### config.mk
export PLATFORM = sky130hd
export DESIGN_NAME = model_matrix_stream_source
export DESIGN_NICKNAME = d
export VERILOG_FILES = /design/src/rtl/model_matrix_pkg.sv /design/src/rtl/model_matrix_source_buffer.sv /design/src/rtl/model_matrix_stream_source.sv
export SDC_FILE = /design/constraint.sdc
export NUM_CORES = 2
export LEC_CHECK = 0
export CORE_MARGIN = 5
export CORE_UTILIZATION = 52
export DETAILED_ROUTE_END_ITERATION = 10
export PLACE_DENSITY = 0.72
export SETUP_SLACK_MARGIN = 0.1
export SKIP_LAST_GASP = 1
export SYNTH_ARGS = -nofsm -noshare
export SYNTH_HDL_FRONTEND = slang
export SYNTH_HIERARCHICAL = 1
export SYNTH_SLANG_ARGS = --single-unit
### constraint.sdc
create_clock -name CLK -period 15.4 [get_ports CLK]
set_input_delay 3.08 -clock CLK [delete_from_list [all_inputs] [get_ports CLK]]
set_output_delay 3.08 -clock CLK [all_outputs]
set_load 0.01 [all_outputs]
### src/rtl/model_matrix_pkg.sv
// Shared types and constants for the matrix stream source.
// Contents:
//   state_t                  - stream FSM state encoding
//   ZERO/ONE_CONTROL         - index-width constants (cast to CONTROL_SIZE at use)
//   ZERO/ONE_DATA            - data-width constants (cast to DATA_SIZE at use)
package model_matrix_pkg;

    typedef enum logic [2:0] {
        IDLE    = 3'd0,
        ISSUE_I = 3'd1,
        ISSUE_J = 3'd2,
        WAIT    = 3'd3,
        DONE    = 3'd4
    } state_t;

    localparam logic [63:0] ZERO_CONTROL = 64'd0;
    localparam logic [63:0] ONE_CONTROL  = 64'd1;
    localparam logic [63:0] ZERO_DATA    = 64'd0;
    localparam logic [63:0] ONE_DATA     = 64'd1;

endpackage

### src/rtl/model_matrix_source_buffer.sv
// MAX_I x MAX_J element store for the matrix stream source.
// Ports:
//   clk_i      - clock
//   wr_en_i    - write strobe (caller gates it to IDLE)
//   wr_i_i     - write row; rows >= MAX_I are dropped
//   wr_j_i     - write column; columns >= MAX_J are dropped
//   wr_data_i  - write value
//   rd_i_i     - read row
//   rd_j_i     - read column
//   rd_data_o  - combinational read value (0 when out of range)
// Contents are deliberately not reset.
module model_matrix_source_buffer #(
    parameter int unsigned DATA_SIZE    = 64,
    parameter int unsigned CONTROL_SIZE = 64,
    parameter int unsigned MAX_I        = 4,
    parameter int unsigned MAX_J        = 4
) (
    input  logic                    clk_i,
    input  logic                    wr_en_i,
    input  logic [CONTROL_SIZE-1:0] wr_i_i,
    input  logic [CONTROL_SIZE-1:0] wr_j_i,
    input  logic [DATA_SIZE-1:0]    wr_data_i,
    input  logic [CONTROL_SIZE-1:0] rd_i_i,
    input  logic [CONTROL_SIZE-1:0] rd_j_i,
    output logic [DATA_SIZE-1:0]    rd_data_o
);

    logic [DATA_SIZE-1:0] mem_q [MAX_I][MAX_J];

    // Full-width index compares so out-of-range indices can never alias a cell.
    always_ff @(posedge clk_i) begin
        for (int unsigned i = 0; i < MAX_I; i++) begin
            for (int unsigned j = 0; j < MAX_J; j++) begin
                if (wr_en_i && (wr_i_i == CONTROL_SIZE'(i)) && (wr_j_i == CONTROL_SIZE'(j))) begin
                    mem_q[i][j] <= wr_data_i;
                end
            end
        end
    end

    always_comb begin
        rd_data_o = '0;
        for (int unsigned i = 0; i < MAX_I; i++) begin
            for (int unsigned j = 0; j < MAX_J; j++) begin
                if ((rd_i_i == CONTROL_SIZE'(i)) && (rd_j_i == CONTROL_SIZE'(j))) begin
                    rd_data_o = mem_q[i][j];
                end
            end
        end
    end

endmodule

### src/rtl/model_matrix_stream_source.sv
// Streams a buffered matrix row by row to a handshaking consumer.
// Optional feature macro: MODEL_MATRIX_STREAM_SOURCE_SIZE_CHECK_EN
//   (rejects zero or oversized START sizes with an ERROR+READY pulse).
// Ports:
//   CLK, RST           - clock, asynchronous active-high reset
//   START              - begin streaming (honoured in IDLE only)
//   READY              - one-cycle done pulse
//   ERROR              - one-cycle size-fault pulse (constant 0 without the macro)
//   LOAD_ENABLE/I/J/DATA - buffer write port (honoured in IDLE only)
//   SIZE_I_IN/SIZE_J_IN  - matrix extent to stream, latched on START
//   DATA_OUT_I_ENABLE  - strobe on the first element of a row
//   DATA_OUT_J_ENABLE  - strobe on every element
//   DATA_OUT           - element value, holds last value between strobes
//   NEXT_I/J_ENABLE    - consumer requests next row / element
//   CONSUMER_READY     - consumer finished the whole matrix
module model_matrix_stream_source
    import model_matrix_pkg::*;
#(
    parameter int unsigned DATA_SIZE    = 64,
    parameter int unsigned CONTROL_SIZE = 64,
    parameter int unsigned MAX_I        = 4,
    parameter int unsigned MAX_J        = 4
) (
    input  logic                    CLK,
    input  logic                    RST,
    input  logic                    START,
    output logic                    READY,
    output logic                    ERROR,
    input  logic                    LOAD_ENABLE,
    input  logic [CONTROL_SIZE-1:0] LOAD_I,
    input  logic [CONTROL_SIZE-1:0] LOAD_J,
    input  logic [DATA_SIZE-1:0]    LOAD_DATA,
    input  logic [DATA_SIZE-1:0]    SIZE_I_IN,
    input  logic [DATA_SIZE-1:0]    SIZE_J_IN,
    output logic                    DATA_OUT_I_ENABLE,
    output logic                    DATA_OUT_J_ENABLE,
    output logic [DATA_SIZE-1:0]    DATA_OUT,
    input  logic                    NEXT_I_ENABLE,
    input  logic                    NEXT_J_ENABLE,
    input  logic                    CONSUMER_READY
);

    localparam logic [CONTROL_SIZE-1:0] C_ZERO = CONTROL_SIZE'(ZERO_CONTROL);
    localparam logic [CONTROL_SIZE-1:0] C_ONE  = CONTROL_SIZE'(ONE_CONTROL);
    localparam logic [DATA_SIZE-1:0]    D_ZERO = DATA_SIZE'(ZERO_DATA);

    state_t                  state_q, state_d;
    logic [CONTROL_SIZE-1:0] i_q, i_d, j_q, j_d;
    logic [DATA_SIZE-1:0]    size_i_q, size_i_d, size_j_q, size_j_d;
    logic [DATA_SIZE-1:0]    data_q, data_d;
    logic                    error_q, error_d;
    logic [DATA_SIZE-1:0]    rd_data;
    logic [CONTROL_SIZE-1:0] last_i, last_j;
    logic                    size_bad;
    logic                    wr_en, strobe_i, strobe_j, done;

`ifdef MODEL_MATRIX_STREAM_SOURCE_SIZE_CHECK_EN
    assign size_bad = (SIZE_I_IN == D_ZERO) || (SIZE_J_IN == D_ZERO) ||
                      (SIZE_I_IN > DATA_SIZE'(MAX_I)) || (SIZE_J_IN > DATA_SIZE'(MAX_J));
`else
    assign size_bad = 1'b0;
`endif

    // Last valid index at control width; unsigned compares against these.
    assign last_i = CONTROL_SIZE'(size_i_q) - C_ONE;
    assign last_j = CONTROL_SIZE'(size_j_q) - C_ONE;

    model_matrix_source_buffer #(
        .DATA_SIZE    (DATA_SIZE),
        .CONTROL_SIZE (CONTROL_SIZE),
        .MAX_I        (MAX_I),
        .MAX_J        (MAX_J)
    ) u_buffer (
        .clk_i     (CLK),
        .wr_en_i   (wr_en),
        .wr_i_i    (LOAD_I),
        .wr_j_i    (LOAD_J),
        .wr_data_i (LOAD_DATA),
        .rd_i_i    (i_q),
        .rd_j_i    (j_q),
        .rd_data_o (rd_data)
    );

    always_comb begin
        state_d  = state_q;
        i_d      = i_q;
        j_d      = j_q;
        size_i_d = size_i_q;
        size_j_d = size_j_q;
        data_d   = data_q;
        error_d  = 1'b0;
        wr_en    = 1'b0;
        strobe_i = 1'b0;
        strobe_j = 1'b0;
        done     = 1'b0;
        case (state_q)
            IDLE: begin
                wr_en = LOAD_ENABLE;
                if (START) begin
                    if (size_bad) begin
                        error_d = 1'b1;
                    end else begin
                        size_i_d = SIZE_I_IN;
                        size_j_d = SIZE_J_IN;
                        i_d      = C_ZERO;
                        j_d      = C_ZERO;
                        state_d  = ISSUE_I;
                    end
                end
            end
            ISSUE_I: begin
                strobe_i = 1'b1;
                strobe_j = 1'b1;
                data_d   = rd_data;
                state_d  = WAIT;
            end
            ISSUE_J: begin
                strobe_j = 1'b1;
                data_d   = rd_data;
                state_d  = WAIT;
            end
            WAIT: begin
                if (CONSUMER_READY) begin
                    state_d = DONE;
                end else if (NEXT_J_ENABLE && NEXT_I_ENABLE && (i_q < last_i)) begin
                    i_d     = i_q + C_ONE;
                    j_d     = C_ZERO;
                    state_d = ISSUE_I;
                end else if (NEXT_J_ENABLE && (j_q < last_j)) begin
                    j_d     = j_q + C_ONE;
                    state_d = ISSUE_J;
                end
            end
            DONE: begin
                done    = 1'b1;
                state_d = IDLE;
            end
            default: state_d = IDLE;
        endcase
    end

    always_ff @(posedge CLK or posedge RST) begin
        if (RST) begin
            state_q  <= IDLE;
            i_q      <= C_ZERO;
            j_q      <= C_ZERO;
            size_i_q <= D_ZERO;
            size_j_q <= D_ZERO;
            data_q   <= D_ZERO;
            error_q  <= 1'b0;
        end else begin
            state_q  <= state_d;
            i_q      <= i_d;
            j_q      <= j_d;
            size_i_q <= size_i_d;
            size_j_q <= size_j_d;
            data_q   <= data_d;
            error_q  <= error_d;
        end
    end

    // The element is presented straight from the buffer while strobing and
    // held from data_q afterwards.
    assign DATA_OUT          = strobe_j ? rd_data : data_q;
    assign DATA_OUT_I_ENABLE = strobe_i;
    assign DATA_OUT_J_ENABLE = strobe_j;
    assign READY             = done | error_q;
    assign ERROR             = error_q;

endmodule

Word level (Yosys, flattened, before mapping)
Memory sizes are Yosys's and may differ from the RTL's.
Cells that the tools add are included.

word-level totals
  register bits = 323
  word-level logic and storage cells = 162
  memory bits (writable) = 1024
  memories kept = 1

cells by class
  add/sub/neg operators = 4
  multiplexer cells = 75
  magnitude comparators = 2
  reduce and logical (&&, ||, !) cells = 53
  equal/unequal tests = 21

memory list
  name            depth  width  rd ports  clocked after Yosys merged registers in  write ports  line                              text
  u_buffer.mem_q  4      256    4         0                                        1            model_matrix_source_buffer.sv:28  logic [DATA_SIZE-1:0] mem_q [MAX_I][MAX_J];

operators with widths
  kind                                                   count
  2-to-1 mux 64 bit                                      23
  2-to-1 mux 256 bit                                     3
  OR reduction 256 bit                                   3
  equality test 64 x 2 -> 1 bit (second input constant)  8
  equality test 64 x 1 -> 1 bit (second input constant)  4
  zero test 64 bit                                       4
  one-hot mux 64 bit (2 select lines)                    2
  adder 64 x 1 -> 64 bit (second input constant)         2
  less-than comparator 64 bit                            2
  subtractor 64 x 1 -> 64 bit (second input constant)    2
  logical AND 1 bit                                      39
  2-to-1 mux 1 bit                                       36
  2-to-1 mux 3 bit                                       4
  2-to-1 mux 4 bit                                       3
  one-hot mux 3 bit (3 select lines)                     1
  AND reduction 4 bit                                    2
  equality test 3 x 2 -> 1 bit (second input constant)   2
  2-to-1 mux 2 bit                                       3
  != test 2 bit (second input constant)                  3
  != test 4 bit (second input constant)                  1
  AND reduction 2 bit                                    2
  equality test 3 x 1 -> 1 bit (second input constant)   1
  equality test 3 bit (second input constant)            1
  zero test 3 bit                                        1
  other kinds (3)                                        3

Logic depth before layout (Yosys ltp)
  depth in word-level cells = 19
  mapped depth = 23
  depth with buffers taken out = 19

By module
The synthesis kept the hierarchy.

modules (own cells, without submodules)
  module                      times used  area each (µm²)  cells an instance
  model_matrix_source_buffer  1           39514.1          2422
  model_matrix_stream_source  1           19479.9          2142

Worst setup path before layout
No wires, ideal clock.

  path type = input -> register
  start point = input port LOAD_ENABLE
  end point = memory u_buffer/mem_q[0][0] (netlist bit), enable pin
  stages = 7
  path slack = 8.024 ns
  data required time = 14.913 ns
  path buffers = 0
  arrival = 6.889 ns
  cell sequence = and2_1 -> nor4b_1 -> nand4_1 -> nor4_1 -> nor2b_1 -> nand2b_1 -> nor2_1

between the ends
  cells in the longest elaborated chain, start to end = 9
  elaborated cells on any way between the ends = 53

ends and longest elaborated chain
  item                                                                                       line                              text
  from (decl)                                                                                model_matrix_stream_source.sv:29  input logic LOAD_ENABLE,
  2-to-1 mux 1 bit *                                                                         model_matrix_stream_source.sv:96  case (state_q)
  logical AND 1 bit (2 in a row)                                                             model_matrix_source_buffer.sv:34  if (wr_en_i && (wr_i_i == CONTROL_SIZE'(i)) && (wr_j_i == CONTROL_SIZE'(j))) begin
  2-to-1 mux 1 bit                                                                           model_matrix_source_buffer.sv:34
  2-to-1 mux 1 bit (implied by the code)                                                     model_matrix_source_buffer.sv:35  mem_q[i][j] <= wr_data_i;
  OR reduction 256 bit (no source line)                                                      n/a
  2-to-1 mux 2 bit (no source line) / 2-to-1 mux 4 bit (equally long branches) (3 in a row)  n/a
  to (decl)                                                                                  model_matrix_source_buffer.sv:28

Mark *: on every way between the ends. The rest lies on a longest branch, timed or not.

Final worst setup path
  start point = register j_q[17]
  end point = output port DATA_OUT[19]

between the ends
  cells in the longest elaborated chain, start to end = 19
  elaborated cells on any way between the ends = 37

ends and longest elaborated chain
  item                             line                               text
  from (decl)                      model_matrix_stream_source.sv:48   logic [CONTROL_SIZE-1:0] i_q, i_d, j_q, j_d;
  from (signal assigned)           model_matrix_stream_source.sv:154  j_q <= j_d;
  zero test 64 bit                 model_matrix_source_buffer.sv:45   if ((rd_i_i == CONTROL_SIZE'(i)) && (rd_j_i == CONTROL_SIZE'(j))) begin
  logical AND 1 bit                model_matrix_source_buffer.sv:45
  2-to-1 mux 64 bit (15 in a row)  model_matrix_source_buffer.sv:45
  2-to-1 mux 64 bit *              model_matrix_source_buffer.sv:45
  named net rd_data[19]            model_matrix_stream_source.sv:52   logic [DATA_SIZE-1:0] rd_data;
  2-to-1 mux 64 bit *              model_matrix_stream_source.sv:164  assign DATA_OUT = strobe_j ? rd_data : data_q;
  to (decl)                        model_matrix_stream_source.sv:37   output logic [DATA_SIZE-1:0] DATA_OUT,

Mark *: on every way through the listed nets, which the timed path passes. The rest lies on a longest branch.

==> impl_metrics.json <==
{
  "status": "complete, no violations",
  "cts.sinks": 1347,
  "r2r_start": "size_i_q[2]",
  "yosys_warnings": 6,
  "crit_chain": "nor4_1, nand4_1, or4_2, buf_4, or4_2, buf_4, o22a_1, o2111ai_1, a41o_1, a21oi_1, mux2_2, clkdlybuf4s50_1",
  "num_rows": 123,
  "synth_area_leader_cell": "edfxtp_1",
  "r2r-end": "j_q[31]",
  "reg2regPathDepth": 18,
  "rsz0062_at_grt": "false",
  "drt_iter0_markers": 4352,
  "p_per_area_nw_per_um2": 133.5,
  "synthFlopType": "edfxtp_1",
  "syn-instance-count": 4564,
  "cts_resized": 0,
  "holdWs_ps": 493.3,
  "synth.area.top_cells": "edfxtp_1 (52%), dfrtp_1 (14%), nand2_1 (3.6%)",
  "drive_gt1_frac": 0.08805,
  "relSlewSlack": 0.1268,
  "fmax_ghz": 0.1095,
  "hp-start": "data_q[30]",
  "die_x_um": 346.8,
  "r2r_slack_ps": 8120,
  "critPathArrivalTime_ps": 6050,
  "path_clk_slew_ps": 60,
  "wl_per_cell_um": 25.25,
  "die_h_um": 346.8,
  "dr.pass1.iters": 8,
  "layout_commonest_cell": "edfxtp_1",
  "synth.distinct_cells": 95,
  "hold_path.class": "flip-flop to flip-flop",
  "worstHoldEndpoint": "data_q[30]",
  "antenna_found_initial": 12,
  "drv_cap": 0,
  "synth.avg_cell_area_um2": 12.93,
  "coreArea_um2": 112700,
  "gp_congestion": 0.8928,
  "async_flop_share": 0.2398,
  "tritoncts": "built",
  "drtAntennaViolNets": 0,
  "final_cell_mix": "edfxtp_1 (1024), nand2_1 (555), clkdlybuf4s50_1 (393), dfrtp_1 (321), a21oi_1 (316)",
  "clk_path_buf_depth": 3,
  "period_minus_slack_ps": 9129,
  "grt_remaining_overflow": 0,
  "crit_fanout": 35,
  "initial_core_util": 0.5237,
  "whs_path_depth": 1,
  "post_cts_buffers": 0,
  "cts_hold_buf": 0,
  "power_leakage_nw": 24.80,
  "synth_area_um2": 58990,
  "grt_max_degree": 101,
  "synth_edf_count": 1024,
  "cts-buffers-inserted": 139,
  "slowest_stage": "or4_2",
  "critPathLaunchType": "flip-flop",
  "worstMarginPinSlew_ps": 1310,
  "cp-end-kind": "output pin",
  "final-max-slew-violation-count": 0,
  "cts_root_buf": "clkbuf_16",
  "synthesis.nets": 5021,
  "path_class": "flip-flop to output pin",
  "grt_pass1_vias": 40549,
  "grt_first_pass_wirelength_um": 248700,
  "setup_tns_ps": 0,
  "hpwl_um": 101700,
  "ir_drop_uv": 126.9,
  "synthToLayoutAreaGrowth_pct": 17.37,
  "nets": 5375,
  "ys_seq_area_frac": 0.6582,
  "wl_um": 165000,
  "synth_seq_cells": 1347,
  "final_hold_viol_count": 0,
  "report.final.setup_viol": 0,
  "drc_errors": 0,
  "period_share": 0.5928,
  "die_area_um2": 120300,
  "io_buffers": 393,
  "cts.htree.levels": 4,
  "worstSkewPairLatency_ps": 760,
  "ios": 395,
  "vias": 41102,
  "max_stage_delay_ps": 1120,
  "cp.required_ps": 12320,
  "synth_top_area_frac": 0.5212,
  "track_usage": 0.2662,
  "skew_ps": 39.01,
  "via_per_inst": 6.289,
  "n_fill_cell": 8576
}
## metal layers
metal	share of wire	up-vias	GRT usage
met5	0.00050	-	0
met4	0.032	14	0.08818
met3	0.084	339	0.05704
met2	0.48	1879	0.4371
met1	0.40	20493	0.3574
li1	-	18377	-
## state kept, by name, summed over array words and instances (netlist names)
signal and cells:
u_buffer/mem_q 1024, size_i_q 64, state_q 3, j_q 64, data_q 64, size_j_q 64, i_q 64
## power breakdown
| group | switching, mW | internal, mW | total [mW] |
|---|---|---|---|
| Sequential | 0.154 | 4.01 | 4.17 |
| Combinational | 1.05 | 0.630 | 1.68 |
| Clock | 1.44 | 1.96 | 3.40 |
| Total | 2.65 | 6.60 | 9.25 |
## synth_stat cells (25+ instances only)
cell and count:
ha_1 130, nor3_1 70, edfxtp_1 1024, or3_1 34
a222oi_1 52, o31ai_1 48, dfrtp_1 323, clkbuf_1 194
o21ai_0 158, a22o_1 39, and3_1 40, a21o_1 58
inv_1 25, a2bb2oi_1 26, o311ai_1 46, nand2_1 560
a22oi_1 77, nor4_1 113, o221ai_1 51, a21oi_1 316
xnor2_1 99, nand4_1 78, a221oi_1 25, nand3_1 96
nor2_1 291, xor2_1 62, mux2_2 68, o22a_1 44
mux2i_1 50, buf_2 32
## final cells by class
| type | instances | area [um2] | share of cell area |
|---|---|---|---|
| clock buffer | 173 | 3721 | 0.05374 |
| timing repair buffer | 466 | 4482 | 0.06473 |
| multi-input combinational | 2937 | 19260 | 0.2782 |
| clock inverter | 81 | 932.1 | 0.01346 |
| inverter | 27 | 111.4 | 0.001608 |
| tap | 1500 | 1877 | 0.02711 |
| sequential | 1347 | 38840 | 0.5610 |
| antenna | 5 | 12.51 | 0.0001807 |
## metrics by stage
stage | setup WS [ps] | std cells | power [mW] | instance area, um2 | utilization
after floorplan | 3379 | 4564 | 5.313 | 58990 | -
after global placement | 7146 | 6277 | 5.872 | 64570 | 0.5732
after detailed placement | 7132 | 6277 | 5.906 | 64570 | 0.5732
after CTS | 6280 | 6531 | 9.288 | 69230 | 0.6145
after global routing | 5995 | 6532 | 9.619 | 69230 | 0.6145
final | 6271 | 6536 | 9.245 | 69240 | 0.6146
## cell families after synthesis
kind of cell	after synthesis	share of synthesized area
flip-flops	1347	0.6582
AND/OR/NAND/NOR	1430	0.1187
adder cells (fa/ha/maj)	130	0.02757
multiplexers	125	0.02414
buffers and inverters	280	0.02002
AO/OA/AOI/OAI	1090	0.1273
other	1	0.00006357
XOR/XNOR	161	0.02390
## worst max-delay path: cells and delay by family (launching register included)
family,cells,cell delay (ps)
AND/OR/NAND/NOR,4,2580
buffers and inverters,3,1270
AO/OA/AOI/OAI,4,650
flip-flops,1,440
multiplexers,1,290
## worst max-delay path by stage
stage | start | end | cells after the start
after detailed placement | j_q[57] | DATA_OUT[19] | 12
after floorplan | RST | data_q[0] | 1
final | j_q[17] | DATA_OUT[19] | 12
after global routing | i_q[54] | DATA_OUT[3] | 11
after global placement | j_q[57] | DATA_OUT[19] | 12
after CTS | j_q[57] | DATA_OUT[19] | 12
(Power assumes the default switching activity.)
